## config.mk

```make
export PLATFORM = sky130hd
export DESIGN_NAME = mem_block_mover
export DESIGN_NICKNAME = d
export VERILOG_FILES = /design/src/rtl/mem_pkg.sv /design/src/rtl/mem_block_mover.sv
export SDC_FILE = /design/constraint.sdc
export NUM_CORES = 1
export LEC_CHECK = 0
export ABC_CLOCK_PERIOD_IN_PS = 3500
export CORE_ASPECT_RATIO = 0.6
export CORE_MARGIN = 1.5
export CORE_UTILIZATION = 50
export CTS_CLUSTER_DIAMETER = 60
export DETAILED_ROUTE_END_ITERATION = 8
export GPL_TIMING_DRIVEN = 0
export PLACE_DENSITY = 0.8
export SYNTH_ARGS = -nofsm -noshare
export SYNTH_HDL_FRONTEND = slang
export SYNTH_SLANG_ARGS = --single-unit
```

## constraint.sdc

```tcl
create_clock -name clk -period 3.5 [get_ports clk]
set_input_delay 0.35 -clock clk [delete_from_list [all_inputs] [get_ports clk]]
set_output_delay 0.35 -clock clk [all_outputs]
set_load 0.01 [all_outputs]
```

## src/rtl/mem_pkg.sv

```systemverilog
// Shared definitions for the data memory and its bus initiators:
// memory geometry, operation and FSM encodings, CPU/mover port-mux select.
package mem_pkg;

  localparam int ADDR_W    = 5;
  localparam int DATA_W    = 8;
  localparam int LEN_W     = 6;
  localparam int MEM_DEPTH = 1 << ADDR_W;

  typedef enum logic {
    OP_COPY = 1'b0,
    OP_FILL = 1'b1
  } op_e;

  typedef enum logic [1:0] {
    IDLE = 2'd0,
    RD   = 2'd1,
    WR   = 2'd2,
    DONE = 2'd3
  } state_e;

  // Memory port ownership: the mover takes the port while its busy is high.
  typedef enum logic {
    SEL_CPU   = 1'b0,
    SEL_MOVER = 1'b1
  } port_sel_e;

endpackage

```

## src/rtl/mem_block_mover.sv

```systemverilog
// Bus initiator for the single-port data memory: block copy (src->dst, one read
// then one write per byte, ascending) or block fill of a constant into dst.
module mem_block_mover #(
  parameter int ADDR_W = mem_pkg::ADDR_W,
  parameter int DATA_W = mem_pkg::DATA_W,
  parameter int LEN_W  = mem_pkg::LEN_W
) (
  input  logic              clk,
  input  logic              rst,
  input  logic              start,
  input  logic              op,
  input  logic [ADDR_W-1:0] src_addr,
  input  logic [ADDR_W-1:0] dst_addr,
  input  logic [LEN_W-1:0]  length,
  input  logic [DATA_W-1:0] fill_value,
  output logic              busy,
  output logic              done,
  output logic [ADDR_W-1:0] mem_address,
  output logic [DATA_W-1:0] mem_write_data,
  output logic              mem_read,
  output logic              mem_write,
  input  logic [DATA_W-1:0] mem_rdata
);

  import mem_pkg::*;

  state_e            state_q, state_d;
  op_e               op_q, op_d;
  logic [ADDR_W-1:0] src_q, src_d;
  logic [ADDR_W-1:0] dst_q, dst_d;
  logic [LEN_W-1:0]  len_q, len_d;
  logic [LEN_W-1:0]  i_q, i_d;
  logic [DATA_W-1:0] data_q, data_d;
  logic [DATA_W-1:0] fill_q, fill_d;
  logic [LEN_W-1:0]  i_inc;

  assign i_inc = i_q + LEN_W'(1);

  always_ff @(posedge clk or posedge rst) begin
    if (rst) begin
      state_q <= IDLE;
      op_q    <= OP_COPY;
      src_q   <= '0;
      dst_q   <= '0;
      len_q   <= '0;
      i_q     <= '0;
      data_q  <= '0;
      fill_q  <= '0;
    end else begin
      state_q <= state_d;
      op_q    <= op_d;
      src_q   <= src_d;
      dst_q   <= dst_d;
      len_q   <= len_d;
      i_q     <= i_d;
      data_q  <= data_d;
      fill_q  <= fill_d;
    end
  end

  always_comb begin
    state_d = state_q;
    op_d    = op_q;
    src_d   = src_q;
    dst_d   = dst_q;
    len_d   = len_q;
    i_d     = i_q;
    data_d  = data_q;
    fill_d  = fill_q;
    unique case (state_q)
      IDLE: begin
        if (start) begin
          op_d   = op_e'(op);
          src_d  = src_addr;
          dst_d  = dst_addr;
          len_d  = length;
          fill_d = fill_value;
          i_d    = '0;
          if (length == '0)
            state_d = DONE;
          else if (op_e'(op) == OP_COPY)
            state_d = RD;
          else
            state_d = WR;
        end
      end
      RD: begin
        data_d  = mem_rdata;
        state_d = WR;
      end
      WR: begin
        i_d = i_inc;
        if (i_inc == len_q)
          state_d = DONE;
        else if (op_q == OP_COPY)
          state_d = RD;
        else
          state_d = WR;
      end
      DONE: state_d = IDLE;
      default: state_d = IDLE;
    endcase
  end

  // Bus outputs decode from registered state only, so an async reset clears them at once.
  always_comb begin
    busy           = 1'b0;
    done           = 1'b0;
    mem_address    = '0;
    mem_write_data = '0;
    mem_read       = 1'b0;
    mem_write      = 1'b0;
    unique case (state_q)
      RD: begin
        busy        = 1'b1;
        mem_read    = 1'b1;
        mem_address = src_q + i_q[ADDR_W-1:0];
      end
      WR: begin
        busy           = 1'b1;
        mem_write      = 1'b1;
        mem_address    = dst_q + i_q[ADDR_W-1:0];
        mem_write_data = (op_q == OP_FILL) ? fill_q : data_q;
      end
      DONE: done = 1'b1;
      default: ;
    endcase
  end

endmodule
```

==> results of run 1 <==
[layout by cell type (no fill, tap or decap), types with 4 or more instances in the layout]
| master | n |
|---|---|
| nor2b_1 | 10 |
| xnor2_1 | 9 |
| inv_1 | 7 |
| nand2_1 | 6 |
| mux2_2 | 37 |
| dfrtp_1 | 41 |
| clkbuf_1 | 8 |
| a21oi_1 | 4 |
| a21o_1 | 4 |
| mux2i_1 | 10 |
| clkdlybuf4s50_1 | 51 |
| clkbuf_8 | 6 |
| and2_1 | 4 |
| ha_1 | 8 |
| nor3_1 | 5 |
[layer usage]
layer / up-vias / wire (um) / part of all wire [%] / track usage (%)
met5: - / 0 / 0 / 0
met4: 0 / 31 / 0.69 / 4.62
met3: 7 / 192 / 4.3 / 5.58
met2: 34 / 1920 / 42 / 33.1
met1: 782 / 2380 / 53 / 32.3
li1: 771 / - / - / -
[layout make-up]
cell class	instances	area, um^2	share of cell area [%]
Timing Repair Buffer	53	531	18.0
Clock inverter	2	35.0	1.19
Multi-Input combinational cell	127	1140	38.6
Sequential cell	41	1030	34.7
Buffer	9	43.8	1.48
Inverter	9	33.8	1.14
Clock buffer	5	68.8	2.33
Tap cell	60	75.1	2.54
[report_power, final]
part	switching [mW]	leakage [nW]	total [mW]	internal, mW
sequential	0.150	0.495	0.849	0.700
clock	0.160	0.0540	0.367	0.207
combinational	0.625	0.742	1.45	0.828
[synth_stat cells, drive strengths merged, types with 2 or more instances]
| cell | instances |
|---|---|
| dfrtp | 41 |
| mux2 | 37 |
| mux2i | 10 |
| nor2b | 10 |
| clkbuf | 9 |
| ha | 9 |
| inv | 9 |
| xnor2 | 9 |
| nand2 | 6 |
| a21o | 5 |
| nor3 | 5 |
| a21oi | 4 |
| a22o | 4 |
| and2 | 4 |
| nand3 | 3 |
| o21ai | 3 |
| xor2 | 3 |
| nand2b | 2 |
| o22ai | 2 |
[critical path: stages, from the launching register on]
cell             delay [ns]
dfrtp_1                0.42
inv_2                  0.10
ha_4                   0.18
clkbuf_8               0.18
mux2_2                 0.37
ha_1                   0.28
a21o_1                 0.18
a21oi_1                0.18
xnor2_1                0.13
and2_1                 0.13
clkdlybuf4s50_1        0.53
[cells by family (layout without fill, tap and decap cells)]
kind of cell | after synthesis | in the layout | synth area share, %
and+or+nand+nor | 35 | 35 | 8.78
DFF | 41 | 41 | 46.2
AOI/OAI and AO/OA | 23 | 23 | 8.05
buffers and inverters | 18 | 78 | 3.04
adders and majority gates | 10 | 10 | 5.97
xor gates and xnor gates | 12 | 12 | 4.73
muxes | 47 | 47 | 23.3
[repair_timing]
item	CTS	global route
buffers inserted	0	1
resized for setup	6	1
endpoints found under the setup margin	4	1
pin swaps	0	0
[state kept, by name (all words and copies together), names as in the netlist]
| name | count |
|---|---|
| len_q | 6 |
| fill_q | 8 |
| i_q | 6 |
| data_q | 8 |
| state_q | 2 |
| src_q | 5 |
| op_q | 1 |
| dst_q | 5 |
[final timing paths]
kind / from / to / slack (ns) / cells past startpoint
worst max register to register: state_q[1]$_DFFE_PP0P_ / len_q[0]$_DFFE_PP0P_ / 1.27 / 6
max in group asynchronous: rst / state_q[0]$_DFFE_PP0P_ / 2.44 / 2
min in group asynchronous: rst / src_q[2]$_DFFE_PP0P_ / 0.53 / 2
worst max-delay path: state_q[0]$_DFFE_PP0P_ / mem_address[3] / 0.19 / 10
worst min register to register: src_q[2]$_DFFE_PP0P_ / src_q[2]$_DFFE_PP0P_ / 0.51 / 1
worst min-delay path: src_q[2]$_DFFE_PP0P_ / src_q[2]$_DFFE_PP0P_ / 0.51 / 1
[stage by stage]
step	util [%]	instance area [um^2]	TNS, ns
floorplan	-	2220	0
global placement	67.3	2820	-0.121
detailed placement	67.3	2820	-0.140
CTS	70.3	2940	0
global route	70.5	2950	0
finish	70.5	2950	0
==> run summary, run 1 <==
DIE WIDTH - 89.1 um
Seq/Total Area, Yosys - 46.2%
cts bufs inserted - 5
Skew-Pair Late Insertion Delay - 0.29 ns
Post-synth EDFFs - 0
Hold Violations, Final - 0
Port-buffer cells - 52
std cell rows - 18
syn_area_per_cell - 11.9 um^2
Distinct cells, synth - 33
CP Class - reg -> out
LEAKAGE - 1.29 nW
Initial DRT Pass Iterations - 4
Antenna Cells - 0
Synth top area share - 46.2%
Die Height - 54.6 um
routed via count - 1594
Power Total - 2.67 mW
YS warnings - 0
aggregate routed wire length - 4.52 mm
Crit Path Max Fanout - 10
total gr overflow - 0
initial core utilization - 53.0%
largest cells by area after synthesis - dfrtp_1, mux2_2, ha_1
Worst setup SP type - flop
Max Clk Rate - 302 MHz
DRC viols - 0
share of cells above drive strength 1 - 22.4%
min cycle time layout - 3.31 ns
final setup margin - 0.193 ns
largest area contributor in the netlist - dfrtp_1
Setup crit end kind - output port
Post-CTS Hold Fix Bufs - 0
Required @ worst endpoint - 3.15 ns
PwrDens - 904 nW/um^2
worst hold margin - 0.508 ns
final critical-path share of the clock period - 94.5%
Detail Route Antenna Nets - 0
slew of the pin with the lowest slew margin - 0.820 ns
DR WL/cell - 14.8 um
ys async rst share - 100%
Fillers - 313
Max Slew Vio Count - 0
Vias/cell - 5.21
Clock Skews - 0.00697 ns
synthesized instance count - 186
placed insts - 298
Ports - 53
first-pass GRT wire length - 7.73 mm
RSZ-0062 raised after global routing - no
vias in the first global route - 1626
Setup-failing EPs final - 0
syn_nets - 232
Clock Tree Buf Depth - 2
Max IR drop VDD - 0.452 mV
core area - 4190 um^2
die area - 4870 um^2
CTS tree - built
H-tree levels - 2
max_slew headroom - 45.3%
Critical Path AT - 2.96 ns
Final Wtd Congestion - 0.886
cell area after synthesis - 2220 um^2
number of synthesized register bits - 41
status - completed
Main synth FF type - dfrtp_1
DP HPWL - 3.47 mm
DRT iter0 DRCs - 93
maxcap violations - 0
largest net degree at the start of global routing - 42
HP Class - reg -> reg
Clock Root Buffer - clkbuf_8
Cell Count, Final, Fillers Out - 306
clock sink total - 41
Area Overhead vs Synth - 32.9%
clk slew on worst S/H paths - 0.08 ns
initial antenna violation count - 0
Post-layout nets - 292
Total GRT Usage - 22.0%
Place WS - -0.140 ns
No activity file was read; power rests on OpenSTA's default activity.
==> run 2: changes to the inputs <==
--- a/config.mk
+++ b/config.mk
@@ -5,14 +5,14 @@
 export SDC_FILE = /design/constraint.sdc
 export NUM_CORES = 1
 export LEC_CHECK = 0
-export ABC_CLOCK_PERIOD_IN_PS = 3500
+export ABC_CLOCK_PERIOD_IN_PS = 2960
 export CORE_ASPECT_RATIO = 0.6
 export CORE_MARGIN = 1.5
-export CORE_UTILIZATION = 50
+export CORE_UTILIZATION = 45
 export CTS_CLUSTER_DIAMETER = 60
 export DETAILED_ROUTE_END_ITERATION = 8
 export GPL_TIMING_DRIVEN = 0
-export PLACE_DENSITY = 0.8
+export PLACE_DENSITY = 0.76
 export SYNTH_ARGS = -nofsm -noshare
 export SYNTH_HDL_FRONTEND = slang
 export SYNTH_SLANG_ARGS = --single-unit
==> constraint.sdc (replaced) <==
create_clock -name clk -period 2.96 [get_ports clk]
set_input_delay 0.296 -clock clk [delete_from_list [all_inputs] [get_ports clk]]
set_output_delay 0.296 -clock clk [all_outputs]
set_load 0.01 [all_outputs]
==> run 2 against run 1 <==
Die area is 11% higher. Worst setup slack got worse by 0.036 ns. Combinational power grew 21%. Sequential share of layout area shrank 0.29 points. Cell area is 0.85% higher. Routed wire length increased by 3.6%. First-iteration DRC count is 33% lower. Cell count increased by 2.6%. Core utilization shrank 6.6 points. Clock power is 4% higher. Critical path type unchanged.
==> run summary, run 2 (synthesis gave the netlist of run 1 again) <==
Post-CTS Hold Fix Bufs - 0 (unchanged)
number of buffer and inverter stages on the critical path - 2 (-1)
status - completed
Clock Tree Buf Depth - 2 (unchanged)
DIE WIDTH - 93.7 um (+5.2%)
initial core utilization - 47.7% (-5.4 points)
vias in the first global route - 1533 (-5.7%)
Place WS - -0.617 ns (-0.477 ns)
largest net degree at the start of global routing - 42 (unchanged)
Hold Violations, Final - 0 (unchanged)
Setup-failing EPs final - 0 (unchanged)
clock sink total - 41 (unchanged)
H-tree levels - 2 (unchanged)
final setup margin - 0.157 ns (-0.0361 ns)
Total GRT Usage - 18.6% (-3.4 points)
Area Overhead vs Synth - 34.1%
Die Height - 57.4 um (+5.1%)
Worst setup SP type - flop
Storage cell area - 1030 um^2 (unchanged)
top flop regs - data_q: 8 flops, fill_q: 8 flops
LEAKAGE - 1.31 nW (+1.2%)
Clock Root Buffer - clkbuf_8
most frequent cells in the layout - clkdlybuf4s50_1, dfrtp_1, mux2_2
crit-path cells - inv_2 -> ha_4 -> mux2_2 -> ha_1 -> a21o_1 -> a21oi_2 -> xnor2_1 -> and2_1 -> dlygate4sd2_1
DR WL/cell - 14.9 um (+0.93%)
Ports - 53 (unchanged)
RSZ-0062 raised after global routing - no
Max Clk Rate - 357 MHz
total gr overflow - 0 (unchanged)
Clock Skews - 0.00595 ns (-0.00102 ns)
Critical Path AT - 2.51 ns (-0.45 ns)
Initial DRT Pass Iterations - 4 (unchanged)
first-pass GRT wire length - 7.42 mm (-4.1%)
CP max stage delay - 0.40 ns (-0.13 ns)
commonest non-fill, non-tap cell in the layout - clkdlybuf4s50_1
Required @ worst endpoint - 2.66 ns (-0.49 ns)
setup TNS - 0 ns (unchanged)
final critical-path share of the clock period - 94.7%
core area - 4660 um^2 (+11%)
min cycle time layout - 2.80 ns
Max IR drop VDD - 0.500 mV (+11%)
DP HPWL - 3.48 mm (+0.20%)
DRC viols - 0 (unchanged)
HP Class - in -> async
DRT iter0 DRCs - 62 (-33%)
Antenna Cells - 0 (unchanged)
area of the multi-input gates - 1160 um^2 (+1.4%)
Setup crit end kind - output port
CP Class - reg -> out
share of cells above drive strength 1 - 26.3% (+3.9 points)
routed via count - 1645 (+3.2%)
Final Wtd Congestion - 0.902 (+1.8%)
Vias/cell - 5.24 (+0.57%)
CTS tree - built
std cell rows - 19 (+1)
CP max stage cell - dfrtp_1
Port-buffer cells - 52 (unchanged)
Skew-Pair Late Insertion Delay - 0.29 ns (about the same)
max_slew headroom - 43.4% (-1.9 points)
aggregate routed wire length - 4.68 mm (+3.6%)
cts bufs inserted - 5 (unchanged)
Fillers - 385 (+23%)
Detail Route Antenna Nets - 0 (unchanged)
slew of the pin with the lowest slew margin - 0.848 ns (+0.0279 ns)
clk slew on worst S/H paths - 0.08 ns (about the same)
Post-layout nets - 296 (+1.4%)
initial antenna violation count - 0 (unchanged)
maxcap violations - 0 (unchanged)
PwrDens - 1050 nW/um^2 (+16%)
Crit Path Max Fanout - 6 (-4)
die area - 5380 um^2 (+11%)
family with the most delay on the worst path - adder cells
Max Slew Vio Count - 0 (unchanged)
==> run 2: cell count changes in the layout (fill, tap and decap cells not counted), moves of 2 or more <==
cell,delta
a21oi_1,-2
dlygate4sd2_1,+3
a21oi_2,+2
clkdlybuf4s50_1,-3
buf_4,+5
==> run 2: layout make-up <==
class                           instances  area share [%]
Tap cell                               63            2.65
Timing Repair Buffer                   58            18.7
Sequential cell                        41            34.4
Clock inverter                          2           0.462
Buffer                                  8            1.01
Clock buffer                            6            2.77
Multi-Input combinational cell        127            38.8
Inverter                                9            1.13
==> run 2: timing repair <==
item | 4_1_cts | 5_1_grt
setup buffers | 3 | 3
resized for setup | 15 | 5
cloned | 0 | 0
pin swaps | 0 | 2
endpoints found under the setup margin | 5 | 2
==> run 2: per-layer routing <==
layer | track usage, % | up-vias | share of wire (%)
li1 | - | 785 | -
met2 | 26.4 | 47 | 42
met4 | 5.54 | 0 | 0.92
met3 | 5.60 | 6 | 7.4
met1 | 27.3 | 807 | 49
met5 | 0 | - | 0
==> run 2: through the flow <==
| step | std cells | hold slack, ns | total power [mW] | util [%] | instance area (um^2) |
|---|---|---|---|---|---|
| 2_1_floorplan | 186 | 0.447 | 2.10 | - | 2220 |
| 3_3_place_gp | 301 | 0.483 | 2.66 | 60.6 | 2820 |
| 3_5_place_dp | 301 | 0.491 | 2.70 | 60.6 | 2820 |
| 4_1_cts | 312 | 0.511 | 3.14 | 63.9 | 2980 |
| 5_1_grt | 314 | 0.526 | 3.37 | 63.9 | 2980 |
| 6_report | 314 | 0.490 | 3.13 | 63.9 | 2980 |
==> run 2: worst paths after layout <==
kind                                          endpoint                   start  slack, ns  cells after the start
worst min register to register    src_q[2]$_DFFE_PP0P_    src_q[2]$_DFFE_PP0P_       0.51                      1
worst min-delay path             fill_q[1]$_DFFE_PP0P_                     rst       0.49                      2
max in group asynchronous       state_q[1]$_DFFE_PP0P_                     rst       1.93                      2
worst max register to register    len_q[2]$_DFFE_PP0P_  state_q[1]$_DFFE_PP0P_       0.69                      7
min in group clk                  src_q[2]$_DFFE_PP0P_    src_q[2]$_DFFE_PP0P_       0.51                      1
worst max-delay path                    mem_address[3]  state_q[0]$_DFFE_PP0P_       0.16                      9
==> run 2: where the power goes <==
group | switching [mW] | internal [mW] | leakage (nW)
registers | 0.167 | 0.827 | 0.495
clock network | 0.194 | 0.189 | 0.0512
logic | 0.770 | 0.980 | 0.760
